`src/rtl/regfile_mp.sv`:
```
// regfile_mp: parametrised register file with NUM_RD combinational read
// ports and one byte-enabled write port. Before use, a scrub engine clears
// the array one entry per cycle, so the storage can map onto RAM.
// Optional macro REGFILE_BYPASS_EN forwards a same-cycle write to matching
// read ports.
module regfile_mp #(
    parameter int DATA_W    = 32,
    parameter int ADDR_W    = 5,
    parameter int NUM_RD    = 2,
    parameter int ZERO_REG0 = 1
) (
    input  logic                     clk,
    input  logic                     reset,
    input  logic [NUM_RD*ADDR_W-1:0] rd_addr,
    output logic [NUM_RD*DATA_W-1:0] rd_data,
    input  logic                     wr_en,
    input  logic [ADDR_W-1:0]        wr_addr,
    input  logic [DATA_W-1:0]        wr_data,
    input  logic [DATA_W/8-1:0]      wr_be,
    output logic                     init_busy,
    output logic                     wr_drop
);

    localparam int DEPTH = 2 ** ADDR_W;
    localparam int NBYTE = DATA_W / 8;

    typedef enum logic [0:0] {CLEAR, READY} state_t;

    state_t              state, state_nxt;
    logic [ADDR_W-1:0]   clr_ptr, clr_ptr_nxt;
    logic                busy_nxt;
    logic                drop_nxt;

    logic [DATA_W-1:0]   mem [DEPTH];

    logic                wr_legal;
    logic                mem_we;
    logic [ADDR_W-1:0]   mem_waddr;
    logic [DATA_W-1:0]   mem_wdata;
    logic [NBYTE-1:0]    mem_wbe;

    // Entry 0 is write-protected when it is hardwired to zero.
    assign wr_legal = wr_en && ((wr_addr != '0) || (ZERO_REG0 == 0));

    // Control state register; reset restarts the scrub from entry 0.
    always_ff @(posedge clk) begin
        if (reset) begin
            state     <= CLEAR;
            clr_ptr   <= '0;
            init_busy <= 1'b1;
            wr_drop   <= 1'b0;
        end else begin
            state     <= state_nxt;
            clr_ptr   <= clr_ptr_nxt;
            init_busy <= busy_nxt;
            wr_drop   <= drop_nxt;
        end
    end

    // Next-state logic: walk the scrub pointer, drop writes while busy.
    always_comb begin
        state_nxt   = state;
        clr_ptr_nxt = clr_ptr;
        busy_nxt    = 1'b0;
        drop_nxt    = 1'b0;
        case (state)
            CLEAR: begin
                clr_ptr_nxt = clr_ptr + 1'b1;
                busy_nxt    = 1'b1;
                drop_nxt    = wr_en;
                if (clr_ptr == ADDR_W'(DEPTH - 1)) begin
                    state_nxt = READY;
                    busy_nxt  = 1'b0;
                end
            end
            READY: begin
                state_nxt = READY;
            end
            default: begin
                state_nxt = CLEAR;
                busy_nxt  = 1'b1;
            end
        endcase
    end

    // Single array write port shared by the scrub engine and user writes.
    always_comb begin
        mem_we    = 1'b0;
        mem_waddr = '0;
        mem_wdata = '0;
        mem_wbe   = '0;
        if (!reset) begin
            if (state == CLEAR) begin
                mem_we    = 1'b1;
                mem_waddr = clr_ptr;
                mem_wbe   = '1;
            end else if (wr_legal) begin
                mem_we    = 1'b1;
                mem_waddr = wr_addr;
                mem_wdata = wr_data;
                mem_wbe   = wr_be;
            end
        end
    end

    // Byte-masked array update; storage itself is never reset.
    always_ff @(posedge clk) begin
        if (mem_we) begin
            for (int b = 0; b < NBYTE; b++) begin
                if (mem_wbe[b]) begin
                    mem[mem_waddr][8*b +: 8] <= mem_wdata[8*b +: 8];
                end
            end
        end
    end

`ifdef REGFILE_BYPASS_EN
    logic [DATA_W-1:0] merged;

    // Value the write target will hold after this edge.
    always_comb begin
        merged = mem[wr_addr];
        for (int b = 0; b < NBYTE; b++) begin
            if (wr_be[b]) begin
                merged[8*b +: 8] = wr_data[8*b +: 8];
            end
        end
    end
`endif

    for (genvar k = 0; k < NUM_RD; k++) begin : g_rd
        logic [ADDR_W-1:0] ra;
        logic [DATA_W-1:0] rv;

        assign ra = rd_addr[k*ADDR_W +: ADDR_W];

        // Combinational read; busy and zero-register masking win over forwarding.
        always_comb begin
            rv = mem[ra];
`ifdef REGFILE_BYPASS_EN
            if ((state == READY) && wr_legal && (ra == wr_addr)) begin
                rv = merged;
            end
`endif
            if (init_busy || ((ZERO_REG0 != 0) && (ra == '0))) begin
                rv = '0;
            end
        end

        assign rd_data[k*DATA_W +: DATA_W] = rv;
    end

endmodule

```
`config.mk`:
```
export PLATFORM = sky130hd
export DESIGN_NAME = regfile_mp
export DESIGN_NICKNAME = d
export VERILOG_FILES = /design/src/rtl/regfile_mp.sv
export SDC_FILE = /design/constraint.sdc
export NUM_CORES = 1
export LEC_CHECK = 0
export CORE_MARGIN = 4
export CORE_UTILIZATION = 45
export DETAILED_ROUTE_END_ITERATION = 16
export GPL_TIMING_DRIVEN = 0
export PLACE_DENSITY = 0.64
export SLEW_MARGIN = 20
export SYNTH_ARGS = -nofsm -noshare
export SYNTH_HDL_FRONTEND = slang
export SYNTH_SLANG_ARGS = --single-unit
```
`constraint.sdc`:
```
create_clock -name clk -period 7.26 [get_ports clk]
set_input_delay 2.178 -clock clk [delete_from_list [all_inputs] [get_ports clk]]
set_output_delay 2.178 -clock clk [all_outputs]
set_load 0.02 [all_outputs]
```
==> results.json, run 1 <==
{
  "die-width_um": 338,
  "slew-limit-headroom": 0.211,
  "area_delta_synth_final_pct": 14.2,
  "synthArstFlopShare": 0,
  "fill_cells": 8765,
  "p_leak_nw": 18.1,
  "gp_congestion": 1.06,
  "status": "complete, but fails checks",
  "grt_max_degree": 33,
  "vias_per_cell": 6.92,
  "grt_usage": 0.318,
  "pre_cts_ws_ns": -1.24,
  "yosysSeqAreaShare": 0.631,
  "worstPathArrival_ns": 5.16,
  "fin_util": 0.521,
  "drive_gt1_frac": 0.223,
  "postSynthCellCount": 2963,
  "synth.avg_cell_area_um2": 16.5,
  "ant_nets": 0,
  "wl_per_cell_um": 39.2,
  "fin_cells": 4693,
  "ios": 120,
  "grt_pass1_vias": 32300,
  "required_ns": 5.08,
  "power_mw": 12.8,
  "grt-ovfl-total": 0,
  "cp-end-kind": "primary output",
  "initial_core_util": 0.456,
  "crit_fanout": 14,
  "cts_buffer_depth": 3,
  "fin_ws_ns": -0.0739,
  "tightest_slew_ns": 1.18,
  "drt_wl_total_um": 184000,
  "maxCapViolations": 0,
  "grt_pass1_wl_um": 249000,
  "yosysWarningCount": 0,
  "fin_crit_ns": 7.33,
  "rsz0062_at_grt": "no",
  "period_share": 1.01,
  "dp.cells": 4485,
  "finalSetupViolations": 10,
  "finalNetCount": 3253,
  "std_cell_rows": 120,
  "clock_sinks": 1032,
  "vias": 32500,
  "drt_iter0_markers": 5531,
  "cts.clk_slew.worst_paths_ns": 0.06,
  "cts_tree": "yes",
  "synth_nets": 3019,
  "clk_latency_ns": 0.68,
  "criticalPathCategory": "input port to primary output",
  "p_per_area_mw_per_mm2": 228,
  "dieArea_mm2": 0.114,
  "ys_types": 50,
  "die_h_um": 338,
  "drc_errors": 0,
  "synth_flop_cell": "edfxtp_1",
  "htree_levels": 3,
  "dr.pass1.iters": 6,
  "antenna_found_initial": 10,
  "peakVddDrop_mv": 0.231,
  "hpwl_um": 133000,
  "synth-edff-count": 1024,
  "clock-skew-final_ns": 0.0182,
  "synth-seq-cells": 1032,
  "critPathLaunchType": "input port",
  "hp-class": "register to register",
  "synth.cell_area_mm2": 0.0490,
  "root_buffer": "clkbuf_16",
  "violations": "setup timing",
  "final-max-slew-violation-count": 0,
  "core_area_mm2": 0.108,
  "port_buffers": 116,
  "hold_viol_final": 0,
  "fmax_mhz": 136,
  "cts_buffers": 105
}
==> cell families (layout without fill, tap and decap cells) <==
kind of cell,Yosys count,after routing,synth area share
DFF,1032,1032,0.631
adders and majority gates,2,2,0.000511
muxes,774,774,0.223
AOI/OAI and AO/OA,409,409,0.0651
other,0,4,0
and+or+nand+nor,502,502,0.0523
xor gates and xnor gates,2,2,0.000358
buffers and inverters,242,565,0.0281
==> what timing repair did <==
item / 4_1_cts / 5_1_grt
pin swaps: 21 / 7
setup buffers: 11 / 2
setup endpoints to repair: 64 / 40
resized for setup: 207 / 24
hold buffers: 0 / 0
==> worst max-delay path, cell delays in order <==
cell             delay (ns)
clkdlybuf4s50_1        0.72
nor3b_2                0.25
buf_4                  0.37
clkbuf_2               0.45
nand3_1                0.26
nand4_1                0.25
clkdlybuf4s50_1        0.64
==> registers in the layout, indices dropped and copies added (netlist names) <==
register and cells:
clr_ptr 5, mem 1024, init_busy 1, wr_drop 1
state 1
==> where the power goes <==
part | switching (mW) | internal [mW] | total, mW
clock | 2.32 | 3.12 | 5.44
combinational | 0.519 | 0.313 | 0.832
sequential | 0.0142 | 6.48 | 6.50
==> path summary, 6_finish.rpt <==
path         startpoint     endpoint  slack [ns]  depth (start not counted)
max          rd_addr[9]  rd_data[38]       -0.07                          7
min          clr_ptr[0]   clr_ptr[0]        0.56                          2
max reg2reg       state   mem[7][24]        3.46                          6
min reg2reg  clr_ptr[0]   clr_ptr[0]        0.56                          2
==> cell usage after synthesis, types with 2 or more instances <==
library cell,instances,share of area
buf_2,80,0.0082
mux4_2,252,0.12
o2111a_1,2,0.00046
nand2_1,47,0.0036
a21oi_1,22,0.0022
nor2_1,140,0.011
nand3_1,143,0.015
a22o_1,40,0.0072
ha_1,2,0.00051
and3_1,26,0.0033
o21ai_4,8,0.0027
nor3b_1,2,0.00031
nor4bb_1,2,0.00041
edfxtp_1,1024,0.63
o31a_1,2,0.00036
a41o_1,2,0.00041
nor3_1,2,0.00020
clkbuf_1,70,0.0054
a2111oi_4,2,0.0011
nor3_2,2,0.00041
nand2b_1,5,0.00064
a22oi_1,282,0.043
nor2_2,4,0.00051
a31oi_1,40,0.0051
nand4_1,66,0.0084
buf_4,58,0.0089
dfxtp_1,8,0.0033
nor2b_1,12,0.0015
and3b_1,2,0.00036
mux2i_1,522,0.11
buf_1,10,0.00077
buf_6,20,0.0046
inv_1,3,0.00023
a221oi_2,2,0.00061
nor4b_2,2,0.00061
nand2_2,4,0.00051
and2_1,38,0.0049
o311a_1,3,0.00061
==> stage by stage <==
| step | hold WS, ns | cell area [um^2] | TNS, ns |
|---|---|---|---|
| 6_report | 0.560 | 56000 | -0.330 |
| 5_1_grt | 0.573 | 55900 | 0 |
| 4_1_cts | 0.537 | 55800 | -0.362 |
| 3_5_place_dp | 0.526 | 51900 | -44.91 |
| 3_3_place_gp | 0.516 | 51900 | -52.48 |
| 2_1_floorplan | 0.478 | 49000 | 0 |
==> cell usage in the layout, fill, tap and decap left out, drive strengths merged, types with 5 or more instances in the layout <==
cell / instances
clkbuf: 194
nand2b: 5
dlygate4sd2: 30
and3: 27
a22oi: 282
and2: 39
a31oi: 40
o21ai: 8
clkinv: 54
nor2b: 12
a22o: 40
dlymetal6s2s: 6
nor2: 144
buf: 182
dfxtp: 8
a21oi: 23
nand2: 51
mux4: 252
edfxtp: 1024
clkdlybuf4s50: 77
mux2i: 522
inv: 5
bufinv: 11
nand4: 66
nand3: 143
==> area by class of cell <==
cell class | count | area (um^2) | area share
Tap cell | 1403 | 1760 | 0.0314
Sequential cell | 1032 | 30900 | 0.552
Inverter | 3 | 11.3 | 0.000201
Clock inverter | 71 | 614 | 0.0110
Timing Repair Buffer | 132 | 1250 | 0.0224
Multi-Input combinational cell | 1689 | 17000 | 0.303
Antenna cell | 4 | 10.0 | 0.000179
Clock buffer | 125 | 2790 | 0.0498
Buffer | 234 | 1660 | 0.0296
==> layer usage <==
metal  up-vias  global-route usage  part of all wire
li1      12700                   -                 -
met1     16800               0.411              0.36
met2      2511               0.481              0.45
met3       467               0.117              0.14
met4        10               0.145             0.052
met5         -                   0           0.00099
(Power assumes the default switching activity.)
==> run 2: changes to the inputs <==
- HOLD_SLACK_MARGIN: default -> 0.08
==> results of run 2 <==
Final layout, timing and power as in run 1 (identical DEF).
